File: src/rtl/dmem_arbiter.sv
// dmem_arbiter: two-port arbiter/sequencer for the single-port synchronous
// data SRAM of the MIPS core. Requester 0 is the CPU data port and requester 1
// is the loader/debug port. Every memory strobe comes from a register, and each
// port has a saturating grant counter for bring-up.
//
// Build option:
//   DMEM_ARB_RR_EN  defined   -> round-robin on contention (last-grant pointer)
//                   undefined -> fixed priority, port 0 wins contention
module dmem_arbiter #(
    parameter int unsigned AW = 7,
    parameter int unsigned DW = 32,
    parameter int unsigned CW = 16
) (
    input  logic          CLK,
    input  logic          RST,
    input  logic          m0_req,
    input  logic          m0_we,
    input  logic [AW-1:0] m0_addr,
    input  logic [DW-1:0] m0_wdata,
    output logic          m0_gnt,
    output logic          m0_rvalid,
    output logic [DW-1:0] m0_rdata,
    input  logic          m1_req,
    input  logic          m1_we,
    input  logic [AW-1:0] m1_addr,
    input  logic [DW-1:0] m1_wdata,
    output logic          m1_gnt,
    output logic          m1_rvalid,
    output logic [DW-1:0] m1_rdata,
    input  logic          cnt_clr,
    output logic [CW-1:0] cnt0,
    output logic [CW-1:0] cnt1,
    output logic          CEN,
    output logic          WEN,
    output logic          OEN,
    output logic [AW-1:0] A,
    output logic [DW-1:0] D,
    input  logic [DW-1:0] Q
);

    typedef enum logic {
        IDLE   = 1'b0,
        ACCESS = 1'b1
    } state_t;

    state_t        state, state_nxt;

    logic          start;      // a request is accepted this cycle
    logic          sel1;       // port 1 wins the current arbitration
    logic          w_we;
    logic [AW-1:0] w_addr;
    logic [DW-1:0] w_wdata;

    logic          acc_we;     // direction of the access in flight
    logic          gnt0_q, gnt1_q;
    logic          rv0_q, rv1_q;
    logic          cen_q, wen_q, oen_q;
    logic [AW-1:0] a_q;
    logic [DW-1:0] d_q;
    logic [CW-1:0] cnt0_q, cnt1_q;

`ifdef DMEM_ARB_RR_EN
    logic          last1;      // 1 = port 1 received the most recent grant

    // Last-grant pointer; reset to port 1 so port 0 wins the first contention.
    always_ff @(posedge CLK) begin
        if (RST)
            last1 <= 1'b1;
        else if (start)
            last1 <= sel1;
    end
`endif

    // State register.
    always_ff @(posedge CLK) begin
        if (RST)
            state <= IDLE;
        else
            state <= state_nxt;
    end

    // Next-state and arbitration decision; ACCESS always lasts one cycle.
    always_comb begin
        state_nxt = state;
        start     = 1'b0;
        sel1      = 1'b0;
        case (state)
            IDLE: begin
                if (m0_req || m1_req) begin
                    start     = 1'b1;
`ifdef DMEM_ARB_RR_EN
                    sel1      = m1_req && (!m0_req || !last1);
`else
                    sel1      = !m0_req;
`endif
                    state_nxt = ACCESS;
                end
            end
            ACCESS: state_nxt = IDLE;
        endcase
    end

    assign w_we    = sel1 ? m1_we    : m0_we;
    assign w_addr  = sel1 ? m1_addr  : m0_addr;
    assign w_wdata = sel1 ? m1_wdata : m0_wdata;

    // Memory strobes, grant and read-valid pulses, all registered.
    // The strobes are loaded on the arbitration edge so they are live exactly
    // during ACCESS; rvalid is derived from the grant one edge later.
    always_ff @(posedge CLK) begin
        if (RST) begin
            gnt0_q <= 1'b0;
            gnt1_q <= 1'b0;
            rv0_q  <= 1'b0;
            rv1_q  <= 1'b0;
            cen_q  <= 1'b1;
            wen_q  <= 1'b1;
            oen_q  <= 1'b1;
            a_q    <= '0;
            d_q    <= '0;
            acc_we <= 1'b0;
        end else begin
            gnt0_q <= start && !sel1;
            gnt1_q <= start && sel1;
            rv0_q  <= gnt0_q && !acc_we;
            rv1_q  <= gnt1_q && !acc_we;
            cen_q  <= !start;
            wen_q  <= !(start && w_we);
            oen_q  <= !(start && !w_we);
            if (start) begin
                a_q    <= w_addr;
                acc_we <= w_we;
                if (w_we)
                    d_q <= w_wdata;
            end
        end
    end

    // Saturating grant counters; clear beats a same-cycle increment.
    always_ff @(posedge CLK) begin
        if (RST || cnt_clr) begin
            cnt0_q <= '0;
            cnt1_q <= '0;
        end else begin
            if (start && !sel1 && (cnt0_q != '1))
                cnt0_q <= cnt0_q + 1'b1;
            if (start && sel1 && (cnt1_q != '1))
                cnt1_q <= cnt1_q + 1'b1;
        end
    end

    assign m0_gnt    = gnt0_q;
    assign m1_gnt    = gnt1_q;
    assign m0_rvalid = rv0_q;
    assign m1_rvalid = rv1_q;
    assign m0_rdata  = Q;
    assign m1_rdata  = Q;
    assign cnt0      = cnt0_q;
    assign cnt1      = cnt1_q;
    assign CEN       = cen_q;
    assign WEN       = wen_q;
    assign OEN       = oen_q;
    assign A         = a_q;
    assign D         = d_q;

endmodule

File: config.mk
export PLATFORM = sky130hd
export DESIGN_NAME = dmem_arbiter
export DESIGN_NICKNAME = d
export VERILOG_FILES = /design/src/rtl/dmem_arbiter.sv
export SDC_FILE = /design/constraint.sdc
export NUM_CORES = 1
export LEC_CHECK = 0
export BUFFER_PORTS_ARGS = -buffer_cell sky130_fd_sc_hd__buf_2
export CAP_MARGIN = 0
export CORE_MARGIN = 4
export CORE_UTILIZATION = 39
export DETAILED_ROUTE_END_ITERATION = 8
export GPL_TIMING_DRIVEN = 0
export PLACE_DENSITY = 0.77
export SYNTH_ARGS = -nofsm -noshare
export SYNTH_HDL_FRONTEND = slang
export SYNTH_SLANG_ARGS = --single-unit
export TNS_END_PERCENT = 10
File: constraint.sdc
create_clock -name CLK -period 1.72 [get_ports CLK]
set_input_delay 0.086 -clock CLK [delete_from_list [all_inputs] [get_ports CLK]]
set_output_delay 0.086 -clock CLK [all_outputs]
set_load 0.03 [all_outputs]
### Yosys cells after proc, flatten, opt, wreduce, memory -nomap -nowiden

Cells that the tools add are included.

* logic and storage cells: 44
* register bits after elaboration: 80

* eq/ne operators: 2
* add/sub/neg operators: 2
* bitwise gates (word level): 1
* reduce and logical (&&, ||, !) cells: 18
* mux-type cells: 8

Operators with widths (count)
* 16-bit by 1-bit adder with 16-bit output (second input constant): 2
* 32-bit 2-to-1 mux: 1
* 16-bit != test (second input constant): 2
* 1-bit logical AND: 8
* 1-bit logical NOT: 7
* 7-bit 2-to-1 mux: 1
* 1-bit 2-to-1 mux: 5
* 1-bit logical OR: 2
* 1-bit one-hot mux with 2 select lines: 1
* 2-bit AND reduction: 1
* 1-bit NOT: 1

### Logic depth before layout (Yosys ltp)

Gate-level depths: netlist of run 1.

* depth in word-level cells: 7
* mapped depth: 7
* gate-level depth less buffers: 5

### Worst setup path before layout of run 1

OpenSTA, ideal clock, no wires.

* path kind: reg-to-reg
* from: register cnt1_q[6], in the netlist cnt1[6]
* to: register cnt1_q[0], in the netlist cnt1[0]
* arrival: 1794 ps
* data required time: 1594 ps
* cell stages (with the launch flop): 6
* setup slack: -201 ps
* path buffers: 1
* cell sequence: dfxtp_1 > nand3_1 > nor3_1 > buf_2 > a21oi_1 > mux2i_1

* longest elaborated chain between the ends: 2

RTL lines
* start: declaration: RTL line 60 `logic [CW-1:0] cnt0_q, cnt1_q;`
* start signal: assignment: RTL line 148 `cnt1_q <= cnt1_q + 1'b1;`
* 16-bit != test: RTL line 147 `if (start && sel1 && (cnt1_q != '1))`
* 1-bit logical AND: RTL line 147

No other way between the ends.
A chain may end at the register's enable or synchronous reset.

### Final worst setup path of run 1

* from: register state
* to: register cnt1_q[6], in the netlist cnt1[6]

* longest elaborated chain between the ends: 3
* elaborated cells on any way between the ends: 4
* those cells by class: mux (2); reduce/logical (2)

RTL lines
* start: declaration: RTL line 46 `state_t state, state_nxt;`
* start signal: assignment: RTL line 79 `state <= state_nxt;`
* 1-bit 2-to-1 mux: RTL line 87 `case (state)`
* 1-bit logical AND (*) (2 in series): RTL line 147

Every way passes the cells marked *; elsewhere a longest branch is shown, timed or not.

==> results.toml, run 1 <==
[worst_setup_path]
cp.required_ps = 1990
crit_start = "state"
r2r-end = "cnt1[6]"
reg2reg_depth = 4
regToRegSetupSlack_ps = -90
crit_top_cell = "or3_4"
crit_path_max_fanout = 6
worstSetupStartpointType = "flop"
path_class = "flop to flop"
cp.arrival_ps = 2080
max_stage_delay_ps = 440
r2r-start = "state"
path_cells = "or3b_4, or3_4, or3_4, a21oi_2"
cpMaxStageDelayCell = "or3_4"
end_kind = "flop"

[logic_synthesis]
synth_edf_count = 0
syn_area_um2 = 4130
ys_seq_area_frac = 0.388
ys_seq_elements = 80
synthDistinctLibCells = 48
avgSynthCellArea_um2 = 8.25
async_reset_ff_frac = 0
synth_cells = 500
ys_warn_count = 0
synth_nets = 619
synth_ff_type = "dfxtp_1"

[route]
vias = 4690
drt_iter0_drc = 407
ant_nets = 0
viasPerCell = 5.14
dr.pass1.iters = 6
wire_per_inst_um = 15.5
route.detailed.drc = 0
wl_um = 14100

[cells_and_area]
drive_gt1_frac = 0.468
nets = 893
syn2layout_area_growth_pct = 50.1
final_util = 0.600
design_area_um2 = 6190
antenna_cells = 0
stdcell_count = 913
multiInputGateArea_um2 = 2060
num-fill-cells = 892
seq_area_um2 = 1630

[clock_network]
clk_latency_ps = 340
cts_made_buffers = 9
path_clk_slew_ps = 90
cts.htree.levels = 3
clockBufferDepth = 2
tritoncts = "built"
cts_root_buffer = "clkbuf_8"
cts_sinks = 80

[floorplanning]
die_x_um = 111
num_io_pins = 259
core_um2 = 10300
dieArea_um2 = 12300
die_h_um = 111
num_rows = 37
initial_core_util = 0.400

[place]
dp_hpwl_um = 10300
place_area_um2 = 5450
dp_cells = 861
io_buffers = 225
place.gp.congestion = 0.892

[grt]
overflow = 0
antenna_found_initial = 0
grt_pass1_vias = 4666
grt_max_degree = 13
grt_util_all_layers = 0.216
grt_first_pass_wirelength_um = 22400

[timing]
hold_viol_final = 0
worst_slew_pin_slew_ps = 598
slew_headroom = 0.602
fmax_ghz = 0.553
tns_ps = -112
skew_ps = 16.7
layout_setup_ws_ps = -88.6
slew_violations = 0
setup_viol = 2
layout_min_cycle_time_ps = 1810
post-route-period-util = 1.05
rsz0062_at_grt = "true"

[flow_run]
maxCapViolCount = 0

[power]
power_per_cell_area_nw_per_um2 = 747
peakVddDrop_v = 0.000433
power_uw = 4630
leakagePower_uw = 0.00289

[min_path]
hold_class = "primary input to flop"
hold_path_end = "D[16]"
min_path_cells = 3
hp-start = "m0_wdata[16]"

[outcome]
status = "complete, but fails checks"
violations = "setup timing"
state kept, by name (all words and copies together), names as in the netlist:
signal	flops
m0_rvalid	1
CEN	1
A	7
m1_rvalid	1
WEN	1
cnt0	16
OEN	1
m1_gnt	1
state	1
D	32
acc_we	1
cnt1	16
m0_gnt	1
report_power, final:
part	internal (µW)	switching [µW]	total, µW
combinational	447	693	1140
sequential	1940	53.7	2000
clock	843	644	1490
cell usage after synthesis, types with 2 or more instances:
cell | count | area, µm²
nand3b_1 | 2 | 15.0
nand3_1 | 13 | 65.1
nor4_1 | 3 | 18.8
clkbuf_1 | 23 | 86.3
and3_1 | 4 | 25.0
nor3b_1 | 2 | 15.0
buf_6 | 2 | 22.5
dfxtp_1 | 80 | 1600
inv_1 | 5 | 18.8
a41oi_1 | 2 | 17.5
o2bb2ai_1 | 8 | 70.1
o31ai_1 | 5 | 37.5
nand2b_1 | 2 | 12.5
nand4_1 | 6 | 37.5
a21oi_1 | 18 | 90.1
mux2i_1 | 16 | 160
or3_1 | 14 | 87.6
and4_1 | 4 | 35.0
buf_2 | 2 | 10.0
a211oi_1 | 6 | 45.0
nor2b_1 | 2 | 12.5
buf_4 | 64 | 480
nor2_1 | 43 | 161
a31oi_1 | 3 | 18.8
or4_1 | 5 | 37.5
nand2_1 | 95 | 357
o21ai_0 | 10 | 50.1
nor3_1 | 9 | 45.0
ha_1 | 2 | 25.0
a311oi_1 | 32 | 280
worst max path at each step:
stage | to | slack [ps] | cells past startpoint
after global routing | cnt1[6] | -150 | 4
final | cnt1[6] | -90 | 4
after detailed placement | D[7] | -300 | 5
after floorplan | cnt1[15] | -120 | 7
after global placement | D[23] | -300 | 5
after CTS | cnt1[6] | -130 | 5
per-layer routing:
layer | global-route usage | routed length (µm)
met1 | 0.263 | 5580
met2 | 0.371 | 7030
met5 | 0 | 0
met3 | 0.0448 | 1140
met4 | 0.0887 | 375
logic make-up after synthesis:
| kind of cell | Yosys count | share of synthesized area |
|---|---|---|
| and+or+nand+nor | 211 | 0.239 |
| buffers and inverters | 97 | 0.151 |
| AOI/OAI and AO/OA | 92 | 0.173 |
| DFF | 80 | 0.388 |
| muxes | 16 | 0.0388 |
| xor gates and xnor gates | 2 | 0.00425 |
| adders and majority gates | 2 | 0.00606 |
cell usage in the layout (no fill, tap or decap), types with 3 or more instances in the layout:
cell | synthesis | final
nor2_1 | 43 | 42
nand3_1 | 13 | 12
o2bb2ai_1 | 8 | 8
buf_2 | 2 | 226
o31ai_1 | 5 | 5
and3_1 | 4 | 4
dfxtp_1 | 80 | 66
buf_6 | 2 | 3
mux2i_1 | 16 | 16
clkbuf_8 | 0 | 10
nand2_1 | 95 | 94
a211oi_2 | 0 | 3
nand4_1 | 6 | 6
a211oi_1 | 6 | 3
inv_1 | 5 | 5
dfxtp_4 | 0 | 3
o21ai_0 | 10 | 7
clkbuf_2 | 0 | 4
or4_1 | 5 | 5
o21ai_1 | 0 | 3
dlygate4sd3_1 | 0 | 27
a311oi_1 | 32 | 32
a21oi_1 | 18 | 15
and4_1 | 4 | 4
nor3_1 | 9 | 7
or3_1 | 14 | 13
dfxtp_2 | 0 | 11
a31oi_1 | 3 | 3
clkbuf_1 | 23 | 15
buf_4 | 64 | 78
worst max-delay path, delay by kind of cell, from the launching register on:
| family | cells | cell delay (ps) |
|---|---|---|
| simple gates | 3 | 1230 |
| flops | 1 | 370 |
| compound gates | 1 | 140 |
cell type report:
| class | instances | area share |
|---|---|---|
| Tap cell | 136 | 0.0275 |
| Buffer | 90 | 0.0996 |
| Inverter | 5 | 0.00303 |
| Multi-Input combinational cell | 323 | 0.332 |
| Sequential cell | 80 | 0.263 |
| Clock buffer | 11 | 0.0228 |
| Clock inverter | 3 | 0.0109 |
| Timing Repair Buffer | 265 | 0.241 |
timing repair:
action / in CTS / in global routing
hold endpoints to repair: 18 / 0
setup endpoints to repair: 57 / 62
buffers inserted: 3 / 8
hold buffers: 27 / 0
gates resized for setup: 25 / 45
gates cloned: 0 / 2
pin swaps: 9 / 16
per-stage QoR:
| stage | hold slack, ps | setup WS [ps] |
|---|---|---|
| 3_5_place_dp | 358 | -301 |
| 3_3_place_gp | 348 | -301 |
| 6_report | 5.21 | -88.6 |
| 4_1_cts | 0.287 | -129 |
| 2_1_floorplan | 244 | -119 |
| 5_1_grt | 9.34 | -152 |
(Power assumes the default switching activity.)
==> run 2: changes to the inputs <==
Settings changed: TNS_END_PERCENT 10 to 100.
==> run 2 against run 1 <==
The flow still finishes with violations (setup timing). Critical endpoint is now cnt1[14]. Sequential cell count unchanged. Sequential share of layout area down 2.2 points. Combinational power up 11%. Critical path depth up 1. Largest power group unchanged. Worst hold slack gained 14 ps. Final area increased by 9.1%. Via count rose by 9.8%. Non-clock buffer count rose by 50. Sequential power about the same. Fmax up 0.20%. Utilization grew 5.4 points. Global-route usage is 3.0 points higher.
==> results.toml, run 2 (synthesis gave the netlist of run 1 again) <==
[outcome]
status = "complete, but fails checks"
violations = "setup timing"

[power]
power_per_cell_area_nw_per_um2 = 677
peakVddDrop_v = 0.000387
power_uw = 4580
leakagePower_uw = 0.00312

[flow_run]
maxCapViolCount = 0

[timing]
fmax_ghz = 0.554
slew_violations = 0
layout_setup_ws_ps = -84.9
skew_ps = 7.88
hold_viol_final = 0
slew_headroom = 0.569
layout_min_cycle_time_ps = 1800
setup_viol = 5
worst_slew_pin_slew_ps = 646
post-route-period-util = 1.05
rsz0062_at_grt = "true"

[grt]
antenna_found_initial = 1
grt_pass1_vias = 5163
overflow = 0
grt_max_degree = 16
grt_util_all_layers = 0.246
grt_first_pass_wirelength_um = 25100

[floorplanning]
initial_core_util = 0.400
die_h_um = 111
die_x_um = 111
core_um2 = 10300
dieArea_um2 = 12300
num_rows = 37
num_io_pins = 259

[worst_setup_path]
path_class = "flop to flop"
cp_top_family = "simple AND/OR/NAND/NOR gates"
cp.arrival_ps = 2040
cpMaxStageDelayCell = "or3_4"
path_cells = "or3b_4, or3_4, buf_4, nor4_4, nor3_2"
crit_path_max_fanout = 4
end_kind = "flop"
worstSetupStartpointType = "flop"
worst-path-buf-inv = 1
cp.required_ps = 1950
max_stage_delay_ps = 420

[place]
dp_cells = 861
io_buffers = 225
dp_hpwl_um = 10400
place_ws_ps = -307
place.gp.congestion = 0.861

[route]
vias = 5150
wl_um = 16200
ant_nets = 0
wire_per_inst_um = 16.7
dr.pass1.iters = 7
drt_iter0_drc = 390
route.detailed.drc = 0
viasPerCell = 5.33

[clock_network]
clk_latency_ps = 360
clockBufferDepth = 2
tritoncts = "built"
path_clk_slew_ps = 90
cts_sinks = 80
cts_root_buffer = "clkbuf_8"
cts.htree.levels = 3
cts_made_buffers = 9

[cells_and_area]
num-fill-cells = 808
layout_commonest_cell = "buf_2"
drive_gt1_frac = 0.468
nets = 943
multiInputGateArea_um2 = 2130
seq_area_um2 = 1630
largest_reg_flops = 32
stdcell_count = 966
syn2layout_area_growth_pct = 63.7
final_cell_mix = "225 x buf_2, 94 x nand2_1, 82 x buf_4, 70 x dlygate4sd3_1, 63 x dfxtp_1"

[min_path]
hold_class = "primary input to flop"
-- run 2: final timing paths --
kind | startpoint | end | slack (ps) | cells after the start
max | state | cnt1[14] | -80 | 5
min | m0_addr[1] | A[1] | 20 | 3
max reg2reg | state | cnt1[14] | -80 | 5
min reg2reg | acc_we | m1_rvalid | 460 | 1
-- run 2: worst register-to-register path: cells and delay by family, from the launching register on --
family        cells  cell delay [ps]
flops             1              360
simple gates      4             1160
buf+inv           1              160
-- run 2: repair_timing --
item | in CTS | in global routing
buffers inserted | 11 | 7
cloned | 2 | 1
pin swaps | 9 | 11
endpoints found under the hold margin | 37 | 1
hold buffers | 69 | 1
endpoints found under the setup margin | 60 | 64
gates resized for setup | 33 | 34
-- run 2: area by class of cell --
| class | count | share of cell area |
|---|---|---|
| Clock inverter | 7 | 0.00852 |
| Inverter | 5 | 0.00278 |
| Tap cell | 136 | 0.0252 |
| Buffer | 89 | 0.0926 |
| Timing Repair Buffer | 316 | 0.296 |
| Clock buffer | 9 | 0.0183 |
| Sequential cell | 80 | 0.241 |
| Antenna cell | 1 | 0.000370 |
| Multi-Input combinational cell | 323 | 0.316 |
-- run 2: power breakdown --
part	leakage, µW	internal, µW	switching [µW]
combinational	0.00238	533	741
sequential	0.000663	1950	52.2
clock	0.0000820	536	768
-- run 2: through the flow --
step / util / hold WS (ps) / area [µm²] / setup TNS, ps
detailed placement: 0.531 / 358 / 5480 / -9470
global route: 0.654 / 11.6 / 6760 / -1010
finish: 0.654 / 19.5 / 6760 / -170
floorplan: - / 244 / 4190 / -321
CTS: 0.635 / 0.238 / 6560 / -587
global placement: 0.531 / 347 / 5480 / -6900
-- run 2: per-layer routing --
layer  share of wire  GRT usage
met5               0          0
met3           0.080     0.0540
met2            0.50      0.423
met4           0.051      0.147
met1            0.37      0.278
